File: config.mk
export PLATFORM = sky130hd
export DESIGN_NAME = hex_digit_scanner
export DESIGN_NICKNAME = d
export VERILOG_FILES = /design/src/rtl/hex_disp_pkg.sv /design/src/rtl/scan_slot_timer.sv /design/src/rtl/hex_digit_scanner.sv
export SDC_FILE = /design/constraint.sdc
export NUM_CORES = 1
export LEC_CHECK = 0
export BUFFER_PORTS_ARGS = -buffer_cell sky130_fd_sc_hd__buf_2
export CAP_MARGIN = 20
export CORE_ASPECT_RATIO = 1.5
export CORE_MARGIN = 4
export CORE_UTILIZATION = 55
export DETAILED_ROUTE_END_ITERATION = 6
export PLACE_DENSITY = 0.76
export SLEW_MARGIN = 15
export SYNTH_ARGS = -nofsm -noshare
export SYNTH_HDL_FRONTEND = slang
export SYNTH_SLANG_ARGS = --single-unit
File: constraint.sdc
create_clock -name clk -period 6.7 [get_ports clk]
set_input_delay 1.34 -clock clk [delete_from_list [all_inputs] [get_ports clk]]
set_output_delay 1.34 -clock clk [all_outputs]
set_load 0.05 [all_outputs]
File: src/rtl/hex_disp_pkg.sv
// ============================================================================
// Module   : hex_disp_pkg
// Brief    : Shared constants and types for the multiplexed hex display.
// Revision : 1.0 - initial release
// ============================================================================
`default_nettype none

package hex_disp_pkg;

    localparam int NIBBLE_W = 4;

    // Common-anode digit enables are active-low.
    localparam logic DIGIT_ON  = 1'b0;
    localparam logic DIGIT_OFF = 1'b1;

    typedef enum logic [0:0] {
        BLANK = 1'b0,
        ON    = 1'b1
    } scan_state_t;

endpackage

`default_nettype wire

File: src/rtl/scan_slot_timer.sv
// ============================================================================
// Module   : scan_slot_timer
// Brief    : Slot counter and BLANK/ON phase FSM; pulses slot_end on the last
//            ON cycle so the parent can advance to the next digit.
// Revision : 1.0 - initial release
// ============================================================================
`default_nettype none

module scan_slot_timer
    import hex_disp_pkg::*;
#(
    parameter int SLOT_CYCLES  = 50000,
    parameter int BLANK_CYCLES = 500
) (
    input  logic        clk,
    input  logic        rst,
    output scan_state_t phase,
    output logic        slot_end
);

    localparam int CNT_W = $clog2(SLOT_CYCLES);
    localparam logic [CNT_W-1:0] c_blank_last = CNT_W'(BLANK_CYCLES - 1);
    localparam logic [CNT_W-1:0] c_slot_last  = CNT_W'(SLOT_CYCLES - 1);

    scan_state_t      r_state;
    scan_state_t      w_state_nxt;
    logic [CNT_W-1:0] r_slot_cnt;
    logic             w_slot_end;

    // The counter spans the whole slot, so it never exceeds SLOT_CYCLES-1.
    always_ff @(posedge clk) begin
        if (rst) begin
            r_state    <= BLANK;
            r_slot_cnt <= '0;
        end else begin
            r_state    <= w_state_nxt;
            r_slot_cnt <= w_slot_end ? '0 : r_slot_cnt + 1'b1;
        end
    end

    always_comb begin
        w_state_nxt = r_state;
        case (r_state)
            BLANK:   if (r_slot_cnt == c_blank_last) w_state_nxt = ON;
            ON:      if (r_slot_cnt == c_slot_last)  w_state_nxt = BLANK;
            default: w_state_nxt = BLANK;
        endcase
    end

    always_comb begin
        phase      = r_state;
        w_slot_end = (r_state == ON) && (r_slot_cnt == c_slot_last);
    end

    assign slot_end = w_slot_end;

endmodule

`default_nettype wire

File: src/rtl/hex_digit_scanner.sv
// ============================================================================
// Module   : hex_digit_scanner
// Brief    : Scans a NUM_DIGITS hex value onto a shared 7-segment bus with a
//            tear-free valid/ready load path committed at frame boundaries.
//            Option HEX_SCAN_LEADING_ZERO_BLANK_EN blanks leading-zero digits.
// Revision : 1.0 - initial release
// ============================================================================
`default_nettype none

module hex_digit_scanner
    import hex_disp_pkg::*;
#(
    parameter int NUM_DIGITS   = 4,
    parameter int SLOT_CYCLES  = 50000,
    parameter int BLANK_CYCLES = 500,
    localparam int IDX_W       = (NUM_DIGITS > 1) ? $clog2(NUM_DIGITS) : 1
) (
    input  logic                           clk,
    input  logic                           rst,
    input  logic                           load_valid,
    input  logic [NIBBLE_W*NUM_DIGITS-1:0] load_value,
    output logic                           load_ready,
    output logic [NIBBLE_W-1:0]            bin_num,
    output logic [NUM_DIGITS-1:0]          digit_sel,
    output logic [IDX_W-1:0]               digit_idx,
    output logic                           frame_tick
);

    localparam int VAL_W = NIBBLE_W * NUM_DIGITS;
    localparam logic [IDX_W-1:0] c_last_idx = IDX_W'(NUM_DIGITS - 1);

    logic [VAL_W-1:0]      r_display;
    logic [VAL_W-1:0]      r_pending;
    logic                  r_pending_full;
    logic [IDX_W-1:0]      r_digit_idx;
    logic [NIBBLE_W-1:0]   r_bin_num;

    scan_state_t           w_phase;
    logic                  w_slot_end;
    logic                  w_frame_end;
    logic                  w_load;
    logic                  w_commit;
    logic [IDX_W-1:0]      w_idx_nxt;
    logic [VAL_W-1:0]      w_display_nxt;
    logic [NIBBLE_W-1:0]   w_bin_nxt;
    logic [NUM_DIGITS-1:0] w_visible;

    scan_slot_timer #(
        .SLOT_CYCLES  (SLOT_CYCLES),
        .BLANK_CYCLES (BLANK_CYCLES)
    ) u_timer (
        .clk      (clk),
        .rst      (rst),
        .phase    (w_phase),
        .slot_end (w_slot_end)
    );

    assign w_frame_end   = w_slot_end && (r_digit_idx == c_last_idx);
    assign w_load        = load_valid && !r_pending_full;
    assign w_commit      = w_frame_end && r_pending_full;
    assign w_idx_nxt     = (r_digit_idx == c_last_idx) ? '0 : r_digit_idx + 1'b1;
    // Digit 0 of a new frame must already see the value committed on this edge.
    assign w_display_nxt = w_commit ? r_pending : r_display;

    always_comb begin
        w_bin_nxt = '0;
        for (int i = 0; i < NUM_DIGITS; i++) begin
            if (w_idx_nxt == IDX_W'(i)) w_bin_nxt = w_display_nxt[i*NIBBLE_W +: NIBBLE_W];
        end
    end

    // Commit and load are exclusive: commit needs a full pending, load an empty one.
    always_ff @(posedge clk) begin
        if (rst) begin
            r_display      <= '0;
            r_pending      <= '0;
            r_pending_full <= 1'b0;
            r_digit_idx    <= '0;
            r_bin_num      <= '0;
        end else begin
            if (w_commit) begin
                r_display      <= r_pending;
                r_pending_full <= 1'b0;
            end
            if (w_load) begin
                r_pending      <= load_value;
                r_pending_full <= 1'b1;
            end
            if (w_slot_end) begin
                r_digit_idx <= w_idx_nxt;
                r_bin_num   <= w_bin_nxt;
            end
        end
    end

`ifdef HEX_SCAN_LEADING_ZERO_BLANK_EN
    always_comb begin : p_visible
        logic v_nonzero_above;
        v_nonzero_above = 1'b0;
        w_visible       = '1;
        for (int i = NUM_DIGITS - 1; i >= 0; i--) begin
            v_nonzero_above = v_nonzero_above | (|r_display[i*NIBBLE_W +: NIBBLE_W]);
            w_visible[i]    = (i == 0) || v_nonzero_above;
        end
    end
`else
    assign w_visible = '1;
`endif

    always_comb begin
        digit_sel = {NUM_DIGITS{DIGIT_OFF}};
        if ((w_phase == ON) && w_visible[r_digit_idx]) digit_sel[r_digit_idx] = DIGIT_ON;
    end

    assign load_ready = !r_pending_full;
    assign bin_num    = r_bin_num;
    assign digit_idx  = r_digit_idx;
    assign frame_tick = w_frame_end;

endmodule

`default_nettype wire

* Word-level counts from Yosys, hierarchy flattened
Cells that the tools add are included.
** Word-level totals
- Register bits after elaboration :: 56
- Logic and storage cells :: 45
- Input bits :: 19
- Output and inout port bits :: 12
** Operators by class
- Muxes and demuxes :: 16
- Bitwise gates (word level) :: 2
- $lt $le $gt $ge :: 2
- $add $sub $neg :: 2
- Reductions and logical operators :: 10
- Equality and inequality tests :: 6
** Operators by type and width (count)
- 2-to-1 mux 4 bit :: 5
- adder 16 x 1 -> 16 bit (second input constant) :: 1
- == test 16 bit (second input constant) :: 1
- == test 16 x 9 -> 1 bit (second input constant) :: 1
- 2-to-1 mux 16 bit :: 1
- == test 2 bit (second input constant) :: 3
- logical AND 1 bit :: 6
- 2-to-1 mux 1 bit :: 6
- inverter 4 bit :: 1
- less-than comparator 2 x 3 -> 1 bit (second input constant) :: 1
- adder 2 x 1 -> 2 bit (second input constant) :: 1
- binary-select mux 1 bit (select 2 bit) :: 1
- demux 1 bit (select 2 bit) :: 1
- == test 2 x 1 -> 1 bit (second input constant) :: 1
- >= comparator 2 x 1 -> 1 bit (second input constant) :: 1
- logical NOT 2 bit :: 1
- 2-to-1 mux 2 bit :: 1
- one-hot mux 1 bit (2 select lines) :: 1
- nonzero test 2 bit :: 1
- OR reduction 2 bit :: 1
- logical NOT 1 bit :: 1
- inverter 1 bit :: 1

* Logic depth before layout (Yosys ltp)
- Word-level depth :: 9
- Mapped depth :: 8
- Mapped depth without buffers :: 7

* Cells and area by module
Synthesis repeated with hierarchy kept, for this count alone.
** Unflattened totals
- Cells, all modules :: 299
- Area total of the unflattened synthesis :: 2526.2 µm²
** By module, submodules not included
- hex_digit_scanner :: seq. area each 780.7 µm², instances 1, cells each 212, area an instance 1750.4 µm²
- scan_slot_timer :: seq. area each 340.3 µm², instances 1, cells each 87, area an instance 775.7 µm²

* Worst setup path after synthesis
Ideal clock, no wire load.
- Path kind :: register to output
- From :: register u_timer.r_slot_cnt[11]
- To :: output frame_tick
- Buffers on the path :: 0
- Stages on the path, launching flop included :: 4
- Slack :: 3.838 ns
- Arrival :: 1.522 ns
- Path through :: dfxtp_1 -> or4_4 -> nor2_1 -> and2_1
** Between the ends
- Cells in the longest elaborated chain, start to end :: 3
** RTL lines
- start, declared :: RTL line scan_slot_timer.sv:27 : logic [CNT_W-1:0] r_slot_cnt;
- start signal, assigned :: RTL line scan_slot_timer.sv:37 : r_slot_cnt <= w_slot_end ? '0 : r_slot_cnt + 1'b1;
- == test 16 bit :: RTL line scan_slot_timer.sv:52 : w_slot_end = (r_state == ON) && (r_slot_cnt == c_slot_last);
- logical AND 1 bit :: RTL line scan_slot_timer.sv:52
- logical AND 1 bit :: RTL line hex_digit_scanner.sv:58 : assign w_frame_end = w_slot_end && (r_digit_idx == c_last_idx);
- end, declared :: RTL line hex_digit_scanner.sv:26 : output logic frame_tick
Every way passes these cells.

* Final worst setup path
- From :: register u_timer.r_slot_cnt[0]
- To :: output frame_tick
Same word-level chain as after synthesis.

==> reports/results.md <==
| Result | This run |
|---|---|
| Count of vias placed by the detailed router | 2055 |
| DIE AREA | 5640 sq um |
| Row Count | 29 |
| Remaining DRCs | 0 |
| Via count of the first global-routing pass | 2102 |
| Final standard cell count with taps included and fillers excluded | 359 |
| Hold depth | 2 |
| Cell with the largest stage delay on the worst path | dfxtp_1 |
| Synth Area in Compound Gates | 13.4% |
| Unrepaired setup endpoints after global routing | false |
| Required time at the endpoint of the critical path | 5360 ps |
| Post-Route Hold Slack | 452 ps |
| Worst EP arrival | 2350 ps |
| Area contributors post-synth | dfxtp_1, nand2_1, a21oi_1, ha_1, nor2_1 |
| Cells along the critical path | ha_1 > and3_1 > nand4_1 > nor2_1 > and2_1 > buf_2 |
| Max-cap violation count | 0 |
| Worst Skew | 6.19 ps |
| Synthesized-area fraction occupied by adder cells | 4.57% |
| Post-synth top area cell | dfxtp_1 |
| Share of cell area taken by muxes after synthesis | 3.71% |
| Highest achievable clock rate | 271 MHz |
| Number of gates resized after CTS | 0 |
| Post-route setup TNS | 0 ps |
| Mapped Cells | 288 |
| H-tree depth | 2 |
| Number of nets in the synthesized netlist | 316 |
| Antenna-violating nets left | 0 |
| Most common cell after layout, fill and taps aside | dfxtp_1 |
| Number of buffers inserted by hold repair at cts | 0 |
| Number of synthesized flops with an enable pin | 0 |
| Number of fillers in the final layout | 398 |
| Worst hold path type | reg2reg |
| Kind of critical path | reg2out |
| Unique cell type count in the Yosys netlist | 42 |
| Post-placement cell count | 350 |
| Maximum cell stage delay along the critical path | 380 ps |
| Per-cell via count in the routed design | 5.72 |
| Ys async rst share | 0% |
| Quantity of I/O buffers inserted on ports | 30 |
| Remaining global-route overflow | 0 |
| Dominant combinational cell family by area after synthesis | simple AND/OR/NAND/NOR gates |
| Maximum ir drop on the vdd rail | 0.145 mV |
| Clock buffer count from CTS | 5 |
| CTS root buffer | clkbuf_8 |
| Post-Synthesis Cell Area | 2460 sq um |
| Wire length of the first global-routing pass | 9.35 mm |
| Main synth FF type | dfxtp_1 |
| Antenna diodes | 0 |
| Gr usage total | 20.3% |
| Number of antenna violations at the first check in global routing | 0 |
| DP Worst Slack | 3400 ps |
| Pre-antenna DRT Iters | 4 |
| Synthesized-area fraction occupied by and/or/nand/nor cells | 24.7% |
| Layout cells sized above 1 | 15.0% |
| RR Startpoint | u_timer.r_slot_cnt[11] |
| Synth top area share | 45.5% |
| Highest-count cells in the layout ignoring fill and taps | dfxtp_1, nand2_1, a21oi_1, nor2_1, buf_2 |
| Worst-path fanout max | 11 |
| Pin count of the biggest net entering global routing | 42 |
| Leakage dissipation | 1.10 nW |
| Power per standard cell area | 221 nW/um^2 |
| Post CTS Setup Buffer Count | 0 |
| Clock period minus final worst setup slack | 3690 ps |
| Clock Pin Slew Worst Setup and Hold Paths | 100 ps |
| Post-layout nets | 340 |
| Slack of the critical path | 3010 ps |
| Clock Tree Buf Depth | 2 |
| Synthesized-area fraction occupied by xor and xnor cells | 4.62% |
| Warnings from Yosys | 0 |
| Number of clock sinks | 56 |
| Pin slew with the least headroom to its limit | 725 ps |
| Die height | 90.0 microns |
| Post-route clock period utilization | 55.1% |
| Max Transition Viols Final | 0 |
| Sequential element share of the synthesized area | 45.5% |
| Critical Path Source | u_timer.r_slot_cnt[0] |
| Kind of end point of the critical path | output port |
| Clock latency on the worst-skew pair | 310 ps |
| Core Box Area | 4280 sq um |
| Count of pins on the block boundary | 31 |
| Startpoint type of the worst setup path | flip-flop |
| Max-slew headroom at the worst pin | 51.7% |
| Die X | 62.7 microns |
| Initial core utilization | 57.6% |
| Result of the run | complete, no violations |
| Hpwl dp | 3.85 mm |
| Final count of hold timing violations | 0 |
| Layout overhead on the synthesized area | 10.9% |
| Weighted congestion reported at the end of routability-driven placement | 0.813 |
| Per-instance average area after synthesis | 8.56 sq um |
| Worst min-delay path startpoint | bin_num[1] |
| First-iteration detailed-routing DRC count | 97 |
| TritonCTS clock tree | done |
| FF-to-FF path depth | 6 |
| Setup Viol. Count Final | 0 |
| Routed wire per std cell | 14.6 microns |
| Number of register bits inferred by synthesis | 56 |
| Total routed wirelength | 5.25 mm |
[registers in the layout, summed over array words and instances (netlist names)]
register            cells
r_display              16
r_pending              16
u_timer.phase           1
u_timer.r_slot_cnt     16
digit_idx               2
r_pending_full          1
bin_num                 4
[per-stage QoR]
| step | utilization [%] | instance area [sq um] | power (mW) |
|---|---|---|---|
| floorplan | - | 2460 | 0.370 |
| global placement | 60.8 | 2610 | 0.379 |
| detailed placement | 60.8 | 2610 | 0.380 |
| CTS | 63.7 | 2730 | 0.608 |
| global route | 63.9 | 2730 | 0.628 |
| finish | 63.9 | 2730 | 0.604 |
[cell families (layout without fill, tap and decap cells)]
kind of cell | count (synthesis) | after routing
buffers and inverters | 19 | 44
AND/OR/NAND/NOR | 126 | 126
adder cells (fa/ha/maj) | 9 | 9
flip-flops | 56 | 56
AO/OA/AOI/OAI | 57 | 57
XOR/XNOR | 13 | 13
multiplexers | 8 | 8
[Yosys cell counts (3+ instances only)]
cell,number
nand3_1,7
nand2b_1,3
and3_1,3
o21ai_1,3
xnor2_1,6
nor2b_1,4
o21ai_0,9
a21oi_1,35
nor2_1,30
clkbuf_1,10
and2_1,5
mux2i_1,5
ha_1,9
nand2_1,48
a211o_1,3
inv_1,5
xor2_1,7
nand4_1,12
dfxtp_1,56
[critical path: cells and delay by family, from the launching register on]
| family | cells | cell delay, ps |
|---|---|---|
| flip-flops | 1 | 380 |
| AND/OR/NAND/NOR | 4 | 1160 |
| buffers and inverters | 1 | 260 |
| adder cells (fa/ha/maj) | 1 | 240 |
[area by class of cell]
type	count	area (sq um)	area share (%)
multi-input cells	213	1260	46.0
flip-flops and latches	56	1120	41.0
repair buffers	31	158	5.77
clock buffers	6	82.6	3.02
well taps	46	57.6	2.11
clock inverters	2	38.8	1.42
inverters	5	18.8	0.686
[final timing paths]
kind	slack [ps]	end
setup / recovery	3010	frame_tick
hold / removal	450	bin_num[1]
setup reg to reg	3720	bin_num[1]
hold reg to reg	450	bin_num[1]
[metal layers]
metal | wire [microns] | up-vias | share of wire (%) | global-route usage, %
li1 | - | 1035 | - | -
met1 | 2050 | 960 | 39 | 23.1
met2 | 2900 | 50 | 55 | 36.9
met3 | 200 | 10 | 3.8 | 2.49
met4 | 107 | 0 | 2.0 | 9.39
met5 | 0 | - | 0 | 0
[report_power, final]
group | internal, mW | switching, mW | leakage (nW) | total (mW)
registers | 0.340 | 0.00472 | 0.454 | 0.345
logic | 0.0106 | 0.0171 | 0.581 | 0.0277
clock network | 0.122 | 0.109 | 0.0614 | 0.232
(Power assumes the default switching activity.)
